`src/rtl/timer_cfg_sequencer_pkg.sv`:
```
// Shared register map, bit positions and state types for the timer configuration sequencer.
package timer_cfg_sequencer_pkg;

    // Timer IP register addresses on its APB slave port
    localparam logic [7:0] ADDR_TDR = 8'h00;
    localparam logic [7:0] ADDR_TCR = 8'h04;
    localparam logic [7:0] ADDR_TSR = 8'h08;

    // TCR bit positions
    localparam int TCR_LOAD_BIT = 7;
    localparam int TCR_EN_BIT   = 4;

    // TSR bit positions
    localparam int TSR_OVF_BIT = 0;
    localparam int TSR_UDF_BIT = 1;

    localparam logic [7:0] TSR_FLAGS = (8'h01 << TSR_OVF_BIT) | (8'h01 << TSR_UDF_BIT);

    // state         | meaning
    // ST_IDLE       | accepting commands, counting toward the next TSR poll
    // ST_WR_TDR     | writing the reload value into TDR
    // ST_WR_TCR_LD  | writing TCR with LOAD set (copies TDR into the counter)
    // ST_WR_TCR_RUN | writing TCR with LOAD clear (counter runs per EN)
    // ST_RD_TSR     | reading TSR to look for overflow/underflow flags
    // ST_WR_TSR_CLR | writing 0 to TSR to clear the flags just reported
    typedef enum logic [2:0] {
        ST_IDLE       = 3'd0,
        ST_WR_TDR     = 3'd1,
        ST_WR_TCR_LD  = 3'd2,
        ST_WR_TCR_RUN = 3'd3,
        ST_RD_TSR     = 3'd4,
        ST_WR_TSR_CLR = 3'd5
    } seq_state_t;

    typedef enum logic [1:0] {
        XF_IDLE   = 2'd0,
        XF_SETUP  = 2'd1,
        XF_ACCESS = 2'd2
    } xfer_state_t;

    // Host TCR value with the LOAD bit overridden; the host's own bit 7 never reaches the timer.
    function automatic logic [7:0] tcr_with_load(input logic [7:0] tcr, input logic load);
        logic [7:0] r;
        r = tcr;
        r[TCR_LOAD_BIT] = load;
        return r;
    endfunction

endpackage

```
`src/rtl/timer_cfg_sequencer_xfer.sv`:
```
// Single APB transfer engine: SETUP then ACCESS until pready, aborted after TIMEOUT waits.
// A new start may be accepted in the completing ACCESS cycle so transfers chain with no gap.
module apb_xfer_engine
    import timer_cfg_sequencer_pkg::*;
#(
    parameter int TIMEOUT = 32
) (
    input  logic       pclk,
    input  logic       presetn,
    input  logic       start,
    input  logic [7:0] addr,
    input  logic       write,
    input  logic [7:0] wdata,
    output logic       done,
    output logic [7:0] rdata,
    output logic       timeout,
    output logic       psel,
    output logic       penable,
    output logic       pwrite,
    output logic [7:0] paddr,
    output logic [7:0] pwdata,
    input  logic [7:0] prdata,
    input  logic       pready
);

    localparam int TW = (TIMEOUT > 1) ? $clog2(TIMEOUT) : 1;

    xfer_state_t   xst, xst_nxt;
    logic [TW-1:0] wait_cnt;
    logic [7:0]    addr_q;
    logic [7:0]    wdata_q;
    logic          write_q;

    // State register, captured transfer fields and the ACCESS wait down-counter
    always_ff @(posedge pclk) begin
        if (!presetn) begin
            xst      <= XF_IDLE;
            wait_cnt <= '0;
            addr_q   <= '0;
            wdata_q  <= '0;
            write_q  <= 1'b0;
        end else begin
            xst <= xst_nxt;
            if (start) begin
                addr_q  <= addr;
                wdata_q <= wdata;
                write_q <= write;
            end
            if (xst == XF_SETUP) begin
                wait_cnt <= TW'(TIMEOUT - 1);
            end else if (xst == XF_ACCESS && !pready && wait_cnt != '0) begin
                wait_cnt <= wait_cnt - 1'b1;
            end
        end
    end

    // Next transfer phase; terminal count in ACCESS without pready aborts
    always_comb begin
        xst_nxt = xst;
        case (xst)
            XF_IDLE:   if (start) xst_nxt = XF_SETUP;
            XF_SETUP:  xst_nxt = XF_ACCESS;
            XF_ACCESS: begin
                if (pready)              xst_nxt = start ? XF_SETUP : XF_IDLE;
                else if (wait_cnt == '0) xst_nxt = XF_IDLE;
            end
            default:   xst_nxt = XF_IDLE;
        endcase
    end

    assign done    = (xst == XF_ACCESS) && pready;
    assign timeout = (xst == XF_ACCESS) && !pready && (wait_cnt == '0);
    assign rdata   = prdata;
    assign psel    = (xst != XF_IDLE);
    assign penable = (xst == XF_ACCESS);
    assign pwrite  = write_q;
    assign paddr   = addr_q;
    assign pwdata  = wdata_q;

endmodule

```
`src/rtl/timer_cfg_sequencer.sv`:
```
// Sequences host commands into TDR/TCR writes and polls TSR for overflow/underflow events.
module timer_cfg_sequencer
    import timer_cfg_sequencer_pkg::*;
#(
    parameter int POLL_CYCLES = 16,
    parameter int TIMEOUT     = 32
) (
    input  logic       pclk,
    input  logic       presetn,
    input  logic       cmd_valid,
    output logic       cmd_ready,
    input  logic [7:0] cmd_load_val,
    input  logic [7:0] cmd_tcr,
    output logic       psel,
    output logic       penable,
    output logic       pwrite,
    output logic [7:0] paddr,
    output logic [7:0] pwdata,
    input  logic [7:0] prdata,
    input  logic       pready,
    output logic       busy,
    output logic       evt_ovf,
    output logic       evt_udf,
    output logic       err_timeout
);

    localparam bit POLL_EN   = (POLL_CYCLES > 0);
    localparam int POLL_LAST = (POLL_CYCLES > 0) ? POLL_CYCLES - 1 : 0;
    localparam int PW        = (POLL_CYCLES > 1) ? $clog2(POLL_CYCLES) : 1;

    seq_state_t    state, state_nxt;
    logic [PW-1:0] poll_cnt;
    logic [7:0]    load_q;
    logic [7:0]    tcr_q;
    logic          accept;
    logic          flag_hit;
    logic          xf_start;
    logic [7:0]    xf_addr;
    logic          xf_write;
    logic [7:0]    xf_wdata;
    logic          xf_done;
    logic          xf_timeout;
    logic [7:0]    xf_rdata;

    apb_xfer_engine #(.TIMEOUT(TIMEOUT)) u_xfer (
        .pclk    (pclk),
        .presetn (presetn),
        .start   (xf_start),
        .addr    (xf_addr),
        .write   (xf_write),
        .wdata   (xf_wdata),
        .done    (xf_done),
        .rdata   (xf_rdata),
        .timeout (xf_timeout),
        .psel    (psel),
        .penable (penable),
        .pwrite  (pwrite),
        .paddr   (paddr),
        .pwdata  (pwdata),
        .prdata  (prdata),
        .pready  (pready)
    );

    // State, poll counter, latched command and the one-cycle event pulses
    always_ff @(posedge pclk) begin
        if (!presetn) begin
            state       <= ST_IDLE;
            poll_cnt    <= '0;
            load_q      <= '0;
            tcr_q       <= '0;
            evt_ovf     <= 1'b0;
            evt_udf     <= 1'b0;
            err_timeout <= 1'b0;
        end else begin
            state    <= state_nxt;
            poll_cnt <= (state == ST_IDLE && state_nxt == ST_IDLE) ? poll_cnt + 1'b1 : '0;
            if (accept) begin
                load_q <= cmd_load_val;
                tcr_q  <= cmd_tcr;
            end
            evt_ovf     <= flag_hit & xf_rdata[TSR_OVF_BIT];
            evt_udf     <= flag_hit & xf_rdata[TSR_UDF_BIT];
            err_timeout <= xf_timeout;
        end
    end

    // Next state; each transfer is launched on the edge that enters its state
    always_comb begin
        state_nxt = state;
        accept    = 1'b0;
        flag_hit  = 1'b0;
        xf_start  = 1'b0;
        xf_addr   = ADDR_TDR;
        xf_write  = 1'b1;
        xf_wdata  = 8'h00;
        case (state)
            ST_IDLE: begin
                if (cmd_valid) begin
                    accept    = 1'b1;
                    state_nxt = ST_WR_TDR;
                    xf_start  = 1'b1;
                    xf_wdata  = cmd_load_val;
                end else if (POLL_EN && poll_cnt == PW'(POLL_LAST)) begin
                    state_nxt = ST_RD_TSR;
                    xf_start  = 1'b1;
                    xf_addr   = ADDR_TSR;
                    xf_write  = 1'b0;
                end
            end
            ST_WR_TDR: begin
                if (xf_done) begin
                    state_nxt = ST_WR_TCR_LD;
                    xf_start  = 1'b1;
                    xf_addr   = ADDR_TCR;
                    xf_wdata  = tcr_with_load(tcr_q, 1'b1);
                end
            end
            ST_WR_TCR_LD: begin
                if (xf_done) begin
                    state_nxt = ST_WR_TCR_RUN;
                    xf_start  = 1'b1;
                    xf_addr   = ADDR_TCR;
                    xf_wdata  = tcr_with_load(tcr_q, 1'b0);
                end
            end
            ST_WR_TCR_RUN: begin
                if (xf_done) begin
                    state_nxt = ST_RD_TSR;
                    xf_start  = 1'b1;
                    xf_addr   = ADDR_TSR;
                    xf_write  = 1'b0;
                end
            end
            ST_RD_TSR: begin
                if (xf_done) begin
                    if ((xf_rdata & TSR_FLAGS) != 8'h00) begin
                        flag_hit  = 1'b1;
                        state_nxt = ST_WR_TSR_CLR;
                        xf_start  = 1'b1;
                        xf_addr   = ADDR_TSR;
                    end else begin
                        state_nxt = ST_IDLE;
                    end
                end
            end
            ST_WR_TSR_CLR: begin
                if (xf_done) state_nxt = ST_IDLE;
            end
            default: state_nxt = ST_IDLE;
        endcase
        // An abort discards the rest of the sequence
        if (xf_timeout) state_nxt = ST_IDLE;
    end

    assign cmd_ready = (state == ST_IDLE);
    assign busy      = (state != ST_IDLE);

endmodule

```
`config.mk`:
```
export PLATFORM = sky130hd
export DESIGN_NAME = timer_cfg_sequencer
export DESIGN_NICKNAME = d
export VERILOG_FILES = /design/src/rtl/timer_cfg_sequencer_pkg.sv /design/src/rtl/timer_cfg_sequencer_xfer.sv /design/src/rtl/timer_cfg_sequencer.sv
export SDC_FILE = /design/constraint.sdc
export NUM_CORES = 1
export LEC_CHECK = 0
export ABC_AREA = 1
export CORE_ASPECT_RATIO = 0.6
export CORE_MARGIN = 3
export CORE_UTILIZATION = 45
export CTS_CLUSTER_DIAMETER = 80
export DETAILED_ROUTE_END_ITERATION = 10
export PLACE_DENSITY = 0.84
export SETUP_SLACK_MARGIN = 0.15
export SYNTH_ARGS = -nofsm -noshare
export SYNTH_HDL_FRONTEND = slang
export SYNTH_SLANG_ARGS = --single-unit
```
`constraint.sdc`:
```
create_clock -name pclk -period 2 [get_ports pclk]
set_clock_uncertainty 0.15 [all_clocks]
set_input_delay 0.5 -clock pclk [delete_from_list [all_inputs] [get_ports pclk]]
set_output_delay 0.5 -clock pclk [all_outputs]
set_load 0.05 [all_outputs]
```
==> reports/qor.csv, run 1 <==
metric;value;unit
status;completed;
CP max stage cell;dfxtp_4;
Crit path required time;1.35;ns
Inst Count DP;306;
Wirelength per Cell;13.4;um
Rows;16;
largest net degree at the start of global routing;13;
crit-path leading delay family;flip-flops;
# IOs;52;
Arrival @ worst endpoint;1.16;ns
crit path capture type;output port;
syn avg cell area;8.04;um^2
crit path launch type;register;
top post-synthesis cells by area;dfxtp_1, nand2_1, nand2_4, a21oi_2, nor2_1;
initial drt markers;129;
Setup Viol. Count Final;0;
Total Nets Final;303;
Final period util;0.906;
Critical Path Max Stage Delay;0.36;ns
routability cong.;0.908;
Most common cell on crit path;buf_12;
Yosys cell types;32;
register share of total power;0.436;
H-tree Lvls;2;
Post-Syn Instances;218;
Fin Setup TNS;0;ns
kind of critical path;register to output port;
ys async rst share;0;
flip-flop and latch count after synthesis;35;
final hold slack;0.292;ns
die width;86.5;um
most frequent cell after synthesis;dfxtp_1;
Finished Core Util;0.682;
Post-synth EDFFs;0;
Post-DRT Antenna Nets;0;
Residual DRC;0;
CTS Hold Bufs;0;
Hold Path Class;register to register;
DIE AREA;4700;um^2
Worst Setup Slack, final;0.189;ns
final slew viol count;0;
RSZ-0062 raised after global routing;true;
Worst-path clk slew;0.07;ns
sequential share of the synthesized area;0.400;
VDD IR max;0.448;mV
Max-Cap Viols;0;
Antenna diodes;0;
Tmin final;1.81;ns
later-pin clock latency in the skew report;0.29;ns
total grt overflow;0;
starting density of the core;0.503;
Cell Count, Final, Fillers Out;318;
first-pass GRT wire length;7080;um
Synth Flop Type;dfxtp_1;
Yosys top cell by area;dfxtp_1;
Yosys warning count;0;
Hold Fails Final Rpt;0;
clock sink count;35;
vias per cell;4.94;
root buf cell;clkbuf_8;
Sw Ratio;0.339;
clock power share;0.287;
clk buf depth;2;
DR pass1 iterations;4;
die span in y;54.3;um
CP Cell Sequence;inv_4 -> nand2_4 -> nor2_4 -> buf_12 -> buf_12;
Mapped Area;1750;um^2
PortBufs;38;
Yosys top cell area share;0.400;
CTS tree;done;
CP Max Fanout;4;
core area;3480;um^2
most frequent cells after synthesis;dfxtp_1, nand2_1, nor2_1;
Lkg Pwr;0.00109;uW
via count;1570;
initial antenna violation count;0;
Power Internal;1180;uW
Worst Path Buf+Inv;3;
vias in the first global route;1516;
FMAX;0.552;GHz
CTS Buf Count;5;
NetSw;603;uW
combinational share of power;0.277;
drt total wl;4270;um
PD cells;749;nW/um^2
GR Util All Layers;0.198;
share of cells above drive strength 1;0.304;
pre-CTS setup slack;-0.142;ns
P&R area growth vs syn;35.7;%
dpl hpwl;3280;um
[cell families (layout without fill, tap and decap cells)]
logic type	count (synthesis)	count (layout)	share of synthesized area
xor gates and xnor gates	3	3	0.0150
other	1	6	0.00214
buffers and inverters	38	88	0.101
and+or+nand+nor	88	88	0.279
AOI/OAI and AO/OA	50	50	0.181
DFF	35	35	0.400
adders and majority gates	3	3	0.0214
[registers in the layout, indices dropped and copies added, names as in the netlist]
signal           count
err_timeout          1
poll_cnt             4
evt_ovf              1
u_xfer.wait_cnt      5
tcr_q                7
evt_udf              1
state                3
u_xfer.pwrite        1
u_xfer.paddr         2
u_xfer.xst           2
u_xfer.pwdata        8
[per-layer routing]
layer	track usage	vias up	wire, um
met5	0	-	0
met4	0.0544	0	49
met3	0.0526	6	252
met2	0.317	45	1910
met1	0.266	722	2050
li1	-	797	-
[metrics by stage]
stage                     area [um^2]  power (uW)
after floorplan                  1770        1110
after global placement           2220        1240
after detailed placement         2220        1260
after CTS                        2360        1780
after global routing             2380        1870
final                            2380        1780
[cells in the final DEF (no fill, tap or decap), drive strengths merged, types with 2 or more instances in the layout]
| cell | netlist | routed |
|---|---|---|
| a21oi | 23 | 23 |
| buf | 9 | 32 |
| clkbuf | 1 | 5 |
| clkdlybuf4s50 | 0 | 19 |
| clkinvlp | 0 | 2 |
| conb | 1 | 6 |
| dfxtp | 35 | 35 |
| ha | 3 | 3 |
| inv | 28 | 28 |
| nand2 | 48 | 48 |
| nand3 | 11 | 11 |
| nor2 | 25 | 25 |
| o21a | 7 | 7 |
| o21ai | 17 | 17 |
| xor2 | 2 | 2 |
[power groups by stage]
stage                     clock, uW  sequential [uW]  combinational, uW
final                           510              777                493
after global routing            560              782                532
after CTS                       520              775                489
after detailed placement          0              792                468
after global placement            0              790                455
after floorplan                   0              837                268
[timing repair]
action,CTS,global route
pin swaps,2,2
endpoints found under the setup margin,1,14
buffers inserted,3,1
gates cloned,0,0
resized for setup,5,3
[layout make-up]
cell class,count,area (um^2)
flip-flops and latches,35,706
multi-input cells,150,906
clock buffers,5,68.8
well taps,45,56.3
inverters,28,115
repair buffers,52,505
fillers,294,1110
clock inverters,3,20.0
[worst paths after layout]
kind                               start                            end  slack, ns  depth (start not counted)
setup / recovery     state[1]$_SDFF_PN0_                      cmd_ready       0.19                          5
hold / removal    poll_cnt[0]$_SDFF_PN0_         poll_cnt[0]$_SDFF_PN0_       0.29                          1
setup reg to reg     state[0]$_SDFF_PN0_  u_xfer.pwdata[2]$_SDFFE_PN0P_       0.31                          8
hold reg to reg   poll_cnt[0]$_SDFF_PN0_         poll_cnt[0]$_SDFF_PN0_       0.29                          1
Note: power is estimated with default switching activity, not from simulation.
==> run 2, diff against run 1 <==
--- a/config.mk
+++ b/config.mk
@@ -11,7 +11,7 @@
 export CORE_UTILIZATION = 45
 export CTS_CLUSTER_DIAMETER = 80
 export DETAILED_ROUTE_END_ITERATION = 10
-export PLACE_DENSITY = 0.84
+export PLACE_DENSITY = 0.81
 export SETUP_SLACK_MARGIN = 0.15
 export SYNTH_ARGS = -nofsm -noshare
 export SYNTH_HDL_FRONTEND = slang
==> run 2 against run 1 <==
  * Flip-flop and latch count unchanged
  * Clock power down 1%
  * Highest routed layer unchanged
  * Utilization up 0.47 points
  * Critical endpoint unchanged
  * Critical path type unchanged
==> reports/qor.csv, run 2 (synthesis gave the netlist of run 1 again) <==
metric;value;unit
CP max stage cell;dfxtp_2;
commonest cells after routing, fill and taps aside;nand2_1, dfxtp_1, buf_4, nor2_1, inv_1;
met2 usage in global routing;0.339;
crit path launch type;register;
Hold Path Class;register to register;
Max-Cap Viols;0;
CP Cell Sequence;inv_2 -> nand2_4 -> nor2_4 -> buf_12 -> buf_12;
Total Nets Final;306;
initial antenna violation count;0;
die span in y;54.3;um
# IOs;52;
initial drt markers;81;
FMAX;0.555;GHz
vias in the first global route;1483;
Lkg Pwr;0.00110;uW
P&R area growth vs syn;36.6;%
status;completed;
later-pin clock latency in the skew report;0.29;ns
H-tree Lvls;2;
dpl hpwl;3140;um
Crit path required time;1.35;ns
CTS tree;done;
CTS Buf Count;5;
Setup Viol. Count Final;0;
GRT met1 Usage;0.253;
largest net degree at the start of global routing;15;
DR pass1 iterations;4;
starting density of the core;0.503;
share of cells above drive strength 1;0.312;
Tmin final;1.80;ns
Arrival @ worst endpoint;1.15;ns
Rows;16;
met3 Usage GRT;0.0511;
first-pass GRT wire length;6990;um
Residual DRC;0;
Worst-path clk slew;0.07;ns
DIE AREA;4700;um^2
Hold Fails Final Rpt;0;
VDD IR max;0.493;mV
GR Util All Layers;0.200;
r2r setup slk;0.27;ns
Critical Path Max Stage Delay;0.33;ns
drt total wl;4310;um
kind of critical path;register to output port;
PortBufs;38;
Worst Setup Slack, final;0.198;ns
Final period util;0.901;
final hold slack;0.298;ns
die width;86.5;um
Top Usage Layer GRT;met2;
CP Max Fanout;3;
final slew viol count;0;
crit-path leading delay family;flip-flops;
max reg flops;8;
PD cells;743;nW/um^2
Wirelength per Cell;13.4;um
pre-CTS setup slack;-0.136;ns
Antenna diodes;0;
routability cong.;0.857;
Worst Path Buf+Inv;3;
core area;3480;um^2
clock sink count;35;
via count;1593;
clk buf depth;2;
Post-DRT Antenna Nets;0;
total grt overflow;0;
root buf cell;clkbuf_8;
Most common cell on crit path;buf_12;
vias per cell;4.96;
RSZ-0062 raised after global routing;false;
crit path capture type;output port;
run 2: cell count changes in the layout (fill, tap and decap cells not counted):
| cell | change |
|---|---|
| nand2_2 | +1 |
| dfxtp_2 | +1 |
| inv_2 | +1 |
| inv_4 | -1 |
| nand2_1 | -1 |
| dfxtp_4 | -1 |
| buf_4 | +3 |
| clkinvlp_4 | -1 |
| clkbuf_1 | +1 |
run 2: per-stage QoR:
stage | utilization | power [uW] | instance area, um^2 | TNS (ns) | cells
finish | 0.687 | 1780 | 2390 | 0 | 321
global route | 0.687 | 1860 | 2390 | 0 | 321
floorplan | - | 1110 | 1770 | 0 | 223
global placement | 0.638 | 1250 | 2220 | -0.618 | 306
detailed placement | 0.638 | 1260 | 2220 | -0.969 | 306
CTS | 0.675 | 1780 | 2350 | 0 | 318
run 2: where the power goes:
group	total, uW	internal (uW)	switching [uW]
logic	498	196	302
registers	777	746	31.0
clock network	504	243	261
run 2: routing by layer:
layer,vias to the layer above,part of all wire
li1,802,-
met1,751,0.47
met2,32,0.48
met3,8,0.041
met4,0,0.015
met5,-,0
run 2: cell type report:
type                       instances  area, um^2
clock buffer                       6        72.6
clock inverter                     2        12.5
fill                             296        1090
inverter                          28         113
multi-input combinational        150         908
sequential                        35         703
tap                               45        56.3
timing repair buffer              55         528
run 2: worst paths after layout:
kind | start | end | cells after the start
hold reg to reg | poll_cnt[0]$_SDFF_PN0_ | poll_cnt[0]$_SDFF_PN0_ | 1
setup / recovery | state[1]$_SDFF_PN0_ | cmd_ready | 5
hold / removal | poll_cnt[0]$_SDFF_PN0_ | poll_cnt[0]$_SDFF_PN0_ | 1
setup reg to reg | state[2]$_SDFF_PN0_ | poll_cnt[2]$_SDFF_PN0_ | 8
run 2: repair_timing:
action / in CTS / in global routing
pin swaps: 1 / 1
hold buffers: 0 / 0
setup endpoints to repair: 1 / 14
setup buffers: 4 / 3
resized for setup: 2 / 5
hold endpoints to repair: 0 / 0
==> run 3, diff against run 2 <==
--- a/config.mk
+++ b/config.mk
@@ -12,6 +12,7 @@
 export CTS_CLUSTER_DIAMETER = 80
 export DETAILED_ROUTE_END_ITERATION = 10
 export PLACE_DENSITY = 0.81
+export REMOVE_ABC_BUFFERS = 1
 export SETUP_SLACK_MARGIN = 0.15
 export SYNTH_ARGS = -nofsm -noshare
 export SYNTH_HDL_FRONTEND = slang
==> run 3 against run 2 <==
  * Worst hold slack better by 0.0052 ns
  * Combinational power down 5.0%
  * Utilization down 1.3 points
  * Sequential power about the same
  * Die area unchanged
  * Critical path depth unchanged
  * Global-route usage down 2.6 points
  * Sequential share of layout area up 0.53 points
  * Count of clock-buffer cells in the layout up 2
  * Register-to-register slack better by 0.07 ns
  * Final area down 1.9%
==> reports/qor.csv, run 3 (synthesis gave the netlist of run 1 again) <==
metric;value;unit
status;completed;
crit path capture type;output port;
Inst Count DP;305;
later-pin clock latency in the skew report;0.29;ns
routability cong.;0.911;
PortBufs;38;
Total Nets Final;300;
Max-Cap Viols;0;
Wirelength per Cell;12.0;um
clock power share;0.315;
CTS Hold Bufs;0;
Finished Core Util;0.674;
commonest non-fill, non-tap cell in the layout;dfxtp_1;
Hold Path Class;register to register;
CP Max Fanout;4;
H-tree Lvls;2;
PD cells;777;nW/um^2
Arrival @ worst endpoint;1.13;ns
root buf cell;clkbuf_8;
DP Area;2220;um^2
# fillers;324;
register share of total power;0.426;
commonest cells after routing, fill and taps aside;dfxtp_1, nand2_1, buf_4, nor2_1, inv_1;
Tmin final;1.78;ns
clk buf depth;2;
via count;1533;
VDD IR max;0.469;mV
max reg flops;8;
Worst-path clk slew;0.07;ns
CTS Buf Count;5;
DIE AREA;4700;um^2
core area;3480;um^2
P&R area growth vs syn;34.0;%
DR pass1 iterations;4;
initial antenna violation count;0;
Setup Viol. Count Final;0;
first-pass GRT wire length;6130;um
uppermost layer routed;met4;
power consumption;1820;uW
RSZ-0062 raised after global routing;false;
share of cells above drive strength 1;0.296;
dpl hpwl;2930;um
combinational share of power;0.259;
final hold slack;0.304;ns
crit path launch type;register;
Cell Count, Final, Fillers Out;315;
GR Util All Layers;0.174;
Antenna diodes;0;
Met3 Routed Length;183;um
vias per cell;4.87;
total grt overflow;0;
final slew viol count;0;
Crit path required time;1.35;ns
NetSw;583;uW
Post-DRT Antenna Nets;0;
die span in y;54.3;um
kind of critical path;register to output port;
die width;86.5;um
Final Cell Area;2350;um^2
initial drt markers;41;
starting density of the core;0.503;
largest net degree at the start of global routing;15;
Residual DRC;0;
Rows;16;
Sw Ratio;0.319;
drt total wl;3790;um
Lkg Pwr;0.00108;uW
clock sink count;35;
Power Internal;1240;uW
wl on met1;1960;um
Hold Fails Final Rpt;0;
# IOs;52;
met2 routed WL;1590;um
Final period util;0.890;
FMAX;0.562;GHz
CTS tree;done;
vias in the first global route;1350;
==> run 3: power groups by stage <==
stage	clock network [uW]	registers [uW]	logic, uW
2_1_floorplan	0	837	253
3_3_place_gp	0	791	454
3_5_place_dp	0	792	462
4_1_cts	587	776	471
5_1_grt	614	782	512
6_report	574	777	473
==> run 3: path summary, 6_finish.rpt <==
kind / start / endpoint / slack (ns) / cells after the start
worst max-delay path: state[1]$_SDFF_PN0_ / busy / 0.22 / 5
worst min-delay path: tcr_q[2]$_SDFFE_PN0P_ / tcr_q[2]$_SDFFE_PN0P_ / 0.30 / 2
worst max register to register: state[0]$_SDFF_PN0_ / u_xfer.pwdata[3]$_SDFFE_PN0P_ / 0.34 / 8
worst min register to register: tcr_q[2]$_SDFFE_PN0P_ / tcr_q[2]$_SDFFE_PN0P_ / 0.30 / 2
==> run 3: through the flow <==
step	setup WS [ns]	TNS [ns]
3_3_place_gp	-0.142	-1.41
3_5_place_dp	-0.159	-1.60
2_1_floorplan	0.242	0
4_1_cts	0.155	0
5_1_grt	0.151	0
6_report	0.220	0
==> run 3: final cells by class <==
type	count	area [um^2]	area share
Timing Repair Buffer	49	470	0.200
Inverter	28	113	0.0480
Tap cell	45	56.3	0.0240
Sequential cell	35	702	0.299
Clock buffer	8	100	0.0426
Multi-Input combinational cell	150	906	0.386
==> run 3: metal layers <==
layer | vias to the layer above | global-route usage
li1 | 798 | -
met2 | 33 | 0.249
met1 | 694 | 0.243
met3 | 8 | 0.0541
met4 | 0 | 0.0699
met5 | - | 0
==> run 3: worst max-delay path, cell delays in order, from the launching register on <==
cell and delay (ns):
dfxtp_2 0.34, inv_2 0.06, nand2_2 0.08, nor2_4 0.14, inv_2 0.07, buf_12 0.15
==> run 3: repair_timing <==
action	CTS	global route
resized for setup	1	5
gates cloned	0	0
setup buffers	2	0
pin swaps	2	2
setup endpoints to repair	2	12
